$ cat config.mk
export PLATFORM = sky130hd
export DESIGN_NAME = dmem_arbiter
export DESIGN_NICKNAME = d
export VERILOG_FILES = /design/src/rtl/dmem_arbiter.sv
export SDC_FILE = /design/constraint.sdc
export NUM_CORES = 1
export LEC_CHECK = 0
export ABC_AREA = 1
export BUFFER_PORTS_ARGS = -buffer_cell sky130_fd_sc_hd__buf_2
export CAP_MARGIN = 20
export CELL_PAD_IN_SITES_DETAIL_PLACEMENT = 1
export CELL_PAD_IN_SITES_GLOBAL_PLACEMENT = 2
export CORE_MARGIN = 2
export CORE_UTILIZATION = 10
export DETAILED_ROUTE_END_ITERATION = 10
export GPL_TIMING_DRIVEN = 0
export PLACE_DENSITY_LB_ADDON = 0.1
export SLEW_MARGIN = 10
export SYNTH_ARGS = -nofsm -noshare
export SYNTH_HDL_FRONTEND = slang
export SYNTH_SLANG_ARGS = --single-unit
$ cat constraint.sdc
create_clock -name clk -period 3.9 [get_ports clk]
set_input_delay 0.39 -clock clk [delete_from_list [all_inputs] [get_ports clk]]
set_output_delay 0.39 -clock clk [all_outputs]
set_load 0.005 [all_outputs]
$ cat src/rtl/dmem_arbiter.sv
// -----------------------------------------------------------------------------
// dmem_arbiter
//
// Purpose:
//   Shares the single data-memory port between two bus masters (m0 = hart,
//   m1 = debug loader / DMA). Arbitration is per transfer, combinational and
//   round-robin. A master can hold the port with a bounded lock. Read data
//   (one cycle after the command) is steered back to the master that issued
//   the read.
//
// Ports:
//   clk, rst                 system clock; asynchronous active-low reset
//   m<i>_req/lock/rd         request, lock-next-grant, read strobe
//   m<i>_wr[3:0]             byte write enables (a write beats rd)
//   m<i>_addr/wdata[31:0]    byte address, write data
//   m<i>_gnt                 command issued to memory this cycle
//   m<i>_rvalid/rdata[31:0]  returned read data (rdata is 0 when not valid)
//   mem_rd/wr/addr/wdata     shared memory command (all 0 with no grant)
//   mem_rdata[31:0]          memory read data, one cycle after mem_rd
//
// Parameters:
//   MAX_LOCK                 max consecutive locked grants while the other
//                            master is waiting (1..15)
// -----------------------------------------------------------------------------
module dmem_arbiter #(
  parameter int unsigned MAX_LOCK = 4
) (
  input  logic        clk,
  input  logic        rst,
  input  logic        m0_req,
  input  logic        m0_lock,
  input  logic        m0_rd,
  input  logic [3:0]  m0_wr,
  input  logic [31:0] m0_addr,
  input  logic [31:0] m0_wdata,
  output logic        m0_gnt,
  output logic        m0_rvalid,
  output logic [31:0] m0_rdata,
  input  logic        m1_req,
  input  logic        m1_lock,
  input  logic        m1_rd,
  input  logic [3:0]  m1_wr,
  input  logic [31:0] m1_addr,
  input  logic [31:0] m1_wdata,
  output logic        m1_gnt,
  output logic        m1_rvalid,
  output logic [31:0] m1_rdata,
  output logic        mem_rd,
  output logic [3:0]  mem_wr,
  output logic [31:0] mem_addr,
  output logic [31:0] mem_wdata,
  input  logic [31:0] mem_rdata
);

  localparam logic [3:0] LockMax = 4'(MAX_LOCK);

  logic       last_q, last_d;
  logic       lock_vld_q, lock_vld_d;
  logic       lock_own_q, lock_own_d;
  logic [3:0] lock_cnt_q, lock_cnt_d;
  logic       rd_pend_q, rd_pend_d;
  logic       rd_who_q, rd_who_d;

  logic [1:0]  req;
  logic [1:0]  lock_in;
  logic        gnt_any;
  logic        win;
  logic        rd_w;
  logic [3:0]  wr_w;
  logic [31:0] addr_w;
  logic [31:0] wdata_w;
  logic [3:0]  cnt_base;

  assign req     = {m1_req, m0_req};
  assign lock_in = {m1_lock, m0_lock};

  // Winner selection. rst low suppresses every grant.
  // NOTE: every variable written in an always_comb gets a default at the top,
  // so no path can leave it unassigned and infer a latch.
  always_comb begin
    gnt_any = 1'b0;
    win     = 1'b0;
    if (!rst) begin
      gnt_any = 1'b0;
    end else if (lock_vld_q && req[lock_own_q]) begin
      gnt_any = 1'b1;
      // Lock bound reached with the other master waiting: hand over.
      if (req[~lock_own_q] && (lock_cnt_q == LockMax)) begin
        win = ~lock_own_q;
      end else begin
        win = lock_own_q;
      end
    end else if (req == 2'b11) begin
      gnt_any = 1'b1;
      win     = ~last_q;
    end else if (req[0]) begin
      gnt_any = 1'b1;
      win     = 1'b0;
    end else if (req[1]) begin
      gnt_any = 1'b1;
      win     = 1'b1;
    end
  end

  assign rd_w    = win ? m1_rd    : m0_rd;
  assign wr_w    = win ? m1_wr    : m0_wr;
  assign addr_w  = win ? m1_addr  : m0_addr;
  assign wdata_w = win ? m1_wdata : m0_wdata;

  // Command mux: a write (any byte enable) suppresses a simultaneous read.
  assign mem_rd    = gnt_any & rd_w & (wr_w == 4'h0);
  assign mem_wr    = gnt_any ? wr_w    : 4'h0;
  assign mem_addr  = gnt_any ? addr_w  : 32'h0;
  assign mem_wdata = gnt_any ? wdata_w : 32'h0;

  assign m0_gnt = gnt_any & ~win;
  assign m1_gnt = gnt_any &  win;

  // Next-state for round-robin pointer, lock tracking and read return.
  always_comb begin
    last_d     = last_q;
    lock_vld_d = lock_vld_q;
    lock_own_d = lock_own_q;
    lock_cnt_d = lock_cnt_q;
    cnt_base   = 4'h0;
    rd_pend_d  = mem_rd;
    rd_who_d   = win;
    if (gnt_any) begin
      last_d = win;
      if (lock_in[win]) begin
        lock_vld_d = 1'b1;
        lock_own_d = win;
        if (req[~win]) begin
          // Continue counting only when the same owner keeps its lock;
          // a fresh or handed-over lock starts from zero.
          cnt_base   = (lock_vld_q && (lock_own_q == win)) ? lock_cnt_q : 4'h0;
          lock_cnt_d = (cnt_base >= LockMax) ? LockMax : cnt_base + 4'h1;
        end else begin
          lock_cnt_d = 4'h0;
        end
      end else begin
        lock_vld_d = 1'b0;
        lock_cnt_d = 4'h0;
      end
    end else if (lock_vld_q && !req[lock_own_q]) begin
      lock_vld_d = 1'b0;
      lock_cnt_d = 4'h0;
    end
  end

  // NOTE: sequential state uses non-blocking assignments so every flop
  // samples its pre-edge value regardless of statement order.
  always_ff @(posedge clk or negedge rst) begin
    if (!rst) begin
      last_q     <= 1'b1;
      lock_vld_q <= 1'b0;
      lock_own_q <= 1'b0;
      lock_cnt_q <= 4'h0;
      rd_pend_q  <= 1'b0;
      rd_who_q   <= 1'b0;
    end else begin
      last_q     <= last_d;
      lock_vld_q <= lock_vld_d;
      lock_own_q <= lock_own_d;
      lock_cnt_q <= lock_cnt_d;
      rd_pend_q  <= rd_pend_d;
      rd_who_q   <= rd_who_d;
    end
  end

  assign m0_rvalid = rst & rd_pend_q & ~rd_who_q;
  assign m1_rvalid = rst & rd_pend_q &  rd_who_q;
  assign m0_rdata  = m0_rvalid ? mem_rdata : 32'h0;
  assign m1_rdata  = m1_rvalid ? mem_rdata : 32'h0;

endmodule
==> results of run 1 <==
## layer usage
layer	share of wire, %	global-route usage, %	up-vias	routed length, um
li1	-	-	1563	-
met4	1.8	2.98	0	218
met2	54	24.5	182	6510
met5	0	0	-	0
met1	34	11.8	1375	4100
met3	11	4.24	13	1330
## cell usage after synthesis
| library cell | number | area share [%] |
|---|---|---|
| o21ai_2 | 1 | 0.51 |
| ha_1 | 1 | 0.73 |
| nor2_2 | 1 | 0.37 |
| nand3_2 | 1 | 0.59 |
| buf_6 | 5 | 3.3 |
| nand3_4 | 1 | 1.0 |
| a21oi_1 | 1 | 0.29 |
| nand2_2 | 2 | 0.73 |
| o21ai_0 | 5 | 1.5 |
| clkbuf_1 | 8 | 1.8 |
| inv_1 | 52 | 11 |
| nand2_1 | 29 | 6.4 |
| dfrtp_1 | 8 | 12 |
| a22o_1 | 64 | 33 |
| nand4_1 | 2 | 0.73 |
| or2_1 | 1 | 0.37 |
| inv_2 | 3 | 0.66 |
| nand3_1 | 10 | 2.9 |
| nor2_1 | 74 | 16 |
| nor3_1 | 2 | 0.59 |
| buf_2 | 6 | 1.8 |
| buf_4 | 2 | 0.88 |
| or2_2 | 1 | 0.37 |
| dfstp_2 | 1 | 1.5 |
| a21oi_4 | 1 | 0.95 |
## layout by cell type (no fill, tap or decap)
master / netlist / layout
buf_6: 5 / 5
ha_1: 1 / 1
buf_2: 6 / 318
a21oi_1: 1 / 1
o21ai_2: 1 / 1
nor2_1: 74 / 74
o21ai_0: 5 / 5
diode_2: 0 / 2
a22o_1: 64 / 64
nand3_4: 1 / 1
dfstp_2: 1 / 1
nand4_1: 2 / 2
clkbuf_1: 8 / 9
nand3_1: 10 / 10
inv_1: 52 / 52
nand2_1: 29 / 29
buf_4: 2 / 2
nor2_2: 1 / 1
dfrtp_1: 8 / 8
clkbuf_16: 0 / 3
a21oi_4: 1 / 1
inv_2: 3 / 3
nor3_1: 2 / 2
nand2_2: 2 / 2
nand3_2: 1 / 1
or2_1: 1 / 1
or2_2: 1 / 1
## through the flow
step                      util [%]  hold slack, ps
final                         21.8            10.4
after global routing          21.8            24.1
after CTS                     21.8            16.6
after detailed placement      21.3             265
after global placement        21.3             262
after floorplan                  -            94.4
## state kept, by name, summed over array words and instances (netlist names)
register / flops
last_q: 1
lock_cnt_q: 4
lock_own_q: 1
lock_vld_q: 1
rd_pend_q: 1
rd_who_q: 1
## cell families after synthesis
group / share of synthesized area [%]
compound gates: 36.0
fa+ha+maj: 0.731
simple gates: 30.3
flops: 13.2
buf+inv: 19.8
## worst reg2reg max path, cell delays in order (launching register included)
cell and delay, ps:
dfrtp_1 460, inv_2 70, nand2_2 100, nand3_4 90
inv_1 80, nand3_2 120, nand2_2 140, buf_6 160
nand2_1 90, nand4_1 120, inv_1 60, ha_1 280
nand3_1 80, nand2_1 50
## final timing paths
kind / slack (ps) / cells past startpoint / start / end
max in group asynchronous: 3630 / 1 / rst / last_q
min in group clk: 430 / 3 / m1_lock / lock_own_q
worst min-delay path: 10 / 1 / rst / lock_own_q
worst max register to register: 1890 / 13 / lock_own_q / lock_cnt_q[1]
worst max-delay path: 1360 / 12 / lock_own_q / mem_rd
worst min register to register: 480 / 2 / last_q / last_q
## power by group
group	total [W]	switching, W	internal, W	leakage, nW
clock	0.000183	0.0000466	0.000137	0.0382
sequential	0.000121	0.0000145	0.000107	0.118
combinational	0.000464	0.000230	0.000235	2.30
## layout make-up
class,count,area [sq um]
Tap cell,220,275
Multi-Input combinational cell,197,1150
Buffer,21,131
Clock buffer,4,78.8
Fill cell,2173,13000
Antenna cell,2,5.00
Timing Repair Buffer,312,1560
Inverter,55,206
Sequential cell,9,226
==> run summary, run 1 <==
clock buffer depth: 2
Min-Delay Path Class: in2async
I/O pins: 313
final net count: 776
Peak VDD IR: 0.110 mV
dpl ws: 1410 ps
placed insts: 814
CP cell instances: inv_2, nand2_2, nand3_4, inv_1, nand3_2, nand2_2, inv_2, buf_6, o21ai_0, nand2_1, nor2_1, buf_2
RSZ-0062 raised after global routing: no
Final Non-Filler Cells: 820
routed via count: 3133
Routed Antenna Nets: 0
global route overflow: 0
sequential area share after synthesis: 13.2%
FP Rows: 47
number of max-cap violations: 0
core box area: 0.0166 sq mm
Post-DP Area: 0.00355 sq mm
drt pass-1 iters: 4
first-pass GRT wire length: 17400 um
HPWL after detailed placement: 11000 um
CTS tree: done
starting density of the core: 10.3%
min Tclk post-route: 2540 ps
count of different cell masters after synthesis: 25
Slew @ Worst Pin: 495 ps
Vias per Instance: 3.82
CP endpoint kind: output pin
drc violations: 0
clk_skew: 3.93 ps
Final setup viols: 0
Setup crit start kind: register
share of cells above drive strength 1: 56.9%
GP Congestion: 0.767
Chip Width: 135 um
Tcrit/Tclk final: 65.2%
Syn Nets: 459
CTS Hold Bufs: 0
GRT Util Overall: 12.2%
slowest cell on the critical path: dfrtp_1
yosys warns: 0
Final Power: 0.000769 W
register bit count reported by yosys: 9
Die Height: 135 um
final instance area: 0.00363 sq mm
Fin. Hold Viols: 0
Syn Inst Count: 282
CTS root buf: clkbuf_16
Slew Viols, Final: 0
area delta synth->final: 112%
Routed WL: 12200 um
CP Buf/Inv Count: 5
Power Density: 212 mW/mm^2
slowest stage delay, CP: 460 ps
Arr. time, crit path: 2150 ps
WS Path Type: reg2out
vias in the first global route: 3172
Slew headroom: 67.0%
Avg Cell Area, Syn: 6.07 sq um
initial antenna violation count: 1
Iter 0 DRT Violations: 52
die area: 0.0182 sq mm
number of port buffers: 312
post_cts resized: 0
Post-CTS Setup Bufs: 0
critical path's top delay family: simple AND/OR/NAND/NOR gates
final worst slack: 1360 ps
clk slew on worst S/H paths: 40 ps
CTS sink cnt: 9
setup tns final: 0 ps
status: finished clean
CTS H-tree depth: 1
Max Clk Rate: 393 MHz
Mapped Area: 0.00171 sq mm
Required @ worst endpoint: 3510 ps
Inserted Clock Buffers: 3
critical path fanouts, max: 10
Leak: 2.46 nW
clock insertion delay at the later pin of the skew report: 240 ps
WL per Instance: 14.8 um
largest net degree at the start of global routing: 11
Power figures use the tool's default switching activity.
==> run 2: changes to the inputs <==
clock period = 2.1 ns   (was 3.9 ns; I/O delays follow)
==> run summary, run 2 (same netlist as run 1, synthesis figures left out) <==
starting density of the core: 10.3% (unchanged)
GP Congestion: 0.767 (unchanged)
share of cells above drive strength 1: 59.5% (+2.7 points)
area delta synth->final: 132%
GRT Util Overall: 12.8% (+0.58 points)
drc violations: 0 (unchanged)
largest net degree at the start of global routing: 11 (unchanged)
initial antenna violation count: 1 (unchanged)
status: finished with violations
Post-DP Area: 0.00355 sq mm (unchanged)
CP endpoint kind: output pin
Routed WL: 12700 um (+4.5%)
HPWL after detailed placement: 11000 um (unchanged)
die area: 0.0182 sq mm (unchanged)
number of port buffers: 312 (unchanged)
Reg with most FFs: lock_cnt_q
failing checks: negative setup slack
commonest non-fill, non-tap cell in the layout: buf_2
final instance area: 0.00397 sq mm (+9.4%)
CTS H-tree depth: 1 (unchanged)
Inserted Clock Buffers: 3 (unchanged)
final net count: 796 (+2.6%)
CTS root buf: clkbuf_16
Iter 0 DRT Violations: 56 (+7.7%)
number of max-cap violations: 0 (unchanged)
Finished Core Util: 23.9% (+2.1 points)
Vias per Instance: 3.87 (+1.4%)
first-pass GRT wire length: 18100 um (+4.0%)
CTS tree: done
routed via count: 3253 (+3.8%)
Fin. Hold Viols: 0 (unchanged)
min Tclk post-route: 2170 ps
Seq. cell area: 228 sq um (+0.55%)
Largest register FFs: 4 (unchanged)
clock buffer depth: 2 (unchanged)
Leak: 2.61 nW (+6.1%)
clk_skew: 3.68 ps (-0.254 ps)
Final setup viols: 42 (+42)
multi-input combinational cell area: 0.00118 sq mm (+3.4%)
WS Path Type: reg2out
RSZ-0062 raised after global routing: yes
CTS sink cnt: 9 (unchanged)
FP Rows: 47 (unchanged)
Max Clk Rate: 461 MHz
I/O pins: 313 (unchanged)
clock insertion delay at the later pin of the skew report: 240 ps (about the same)
Chip Width: 135 um (unchanged)
Slew Viols, Final: 0 (unchanged)
Arr. time, crit path: 1960 ps (-190 ps)
WL per Instance: 15.1 um (+2.1%)
fillers: 2145 (-1.3%)
Slew @ Worst Pin: 516 ps (+21.0 ps)
clk slew on worst S/H paths: 40 ps (about the same)
worst reg2reg path depth: 13 (unchanged)
Die Height: 135 um (unchanged)
global route overflow: 0 (unchanged)
core box area: 0.0166 sq mm (unchanged)
Routed Antenna Nets: 0 (unchanged)
final worst slack: -67.9 ps (-1420 ps)
Setup crit start kind: register
Tcrit/Tclk final: 103%
critical path fanouts, max: 6 (-4)
vias in the first global route: 3249 (+2.4%)
Peak VDD IR: 0.224 mV (+100%)
commonest non-fill, non-tap cells in the layout: 311 x buf_2, 71 x nor2_1, 64 x a22o_1
Power Density: 404 mW/mm^2 (+91%)
hold path cells: 3
drt pass-1 iters: 4 (unchanged)
Required @ worst endpoint: 1890 ps (-1620 ps)
Min-Delay Path Class: in2reg
Slew headroom: 65.6% (-1.4 points)
run 2: cell count changes in the layout (fill, tap and decap cells not counted), sizes merged:
cell         delta
buf            +15
clkbuf          +3
dlygate4sd3     +2
run 2: where the power goes:
part | leakage, nW | switching [W] | total [W] | internal (W)
sequential | 0.116 | 0.0000278 | 0.000227 | 0.000199
clock | 0.0382 | 0.0000858 | 0.000340 | 0.000254
combinational | 2.45 | 0.000475 | 0.00104 | 0.000562
run 2: layout make-up:
class / instances / area share, %
Buffer: 21 / 5.10
Multi-Input combinational cell: 197 / 29.8
Inverter: 55 / 5.32
Timing Repair Buffer: 332 / 45.0
Sequential cell: 9 / 5.73
Tap cell: 220 / 6.93
Antenna cell: 2 / 0.126
Clock buffer: 4 / 1.98
run 2: worst paths after layout:
path / from / endpoint / slack, ps
max: lock_own_q / mem_rd / -70
min: m1_lock / lock_own_q / 240
max reg2reg: lock_own_q / lock_cnt_q[1] / -50
min reg2reg: lock_cnt_q[2] / lock_cnt_q[2] / 480
max in group asynchronous: rst / lock_own_q / 1310
min in group asynchronous: rst / rd_pend_q / 480
run 2: what timing repair did:
action,in CTS,in global routing
setup buffers,8,7
gates cloned,3,2
resized for setup,38,10
hold endpoints to repair,8,0
hold buffers,2,0
pin swaps,7,5
endpoints found under the setup margin,66,69
run 2: metal layers:
metal	GRT usage (%)	vias to the layer above	wire [um]
met5	0	-	0
met4	2.69	0	181
met3	4.28	11	1330
met2	25.9	184	6980
met1	12.5	1455	4220
li1	-	1603	-
run 2: through the flow:
step	cells	TNS (ps)	hold WS [ps]	worst slack, ps	total power [W]
3_5_place_dp	814	-110	84.7	-110	0.00111
5_1_grt	838	-6050	259	-226	0.00173
2_1_floorplan	282	0	-85.6	366	0.000648
6_report	840	-750	244	-67.9	0.00160
3_3_place_gp	814	-113	82.0	-113	0.00110
4_1_cts	831	-1830	247	-93.5	0.00158
run 2: worst max-delay path, stage by stage (launching register included):
cell,delay (ps)
dfrtp_2,450
nand2_2,100
nand3_4,100
a21oi_4,200
nand2_4,100
buf_8,140
or2_1,210
o21ai_2,70
nand2_1,80
nor2_2,120
buf_2,140
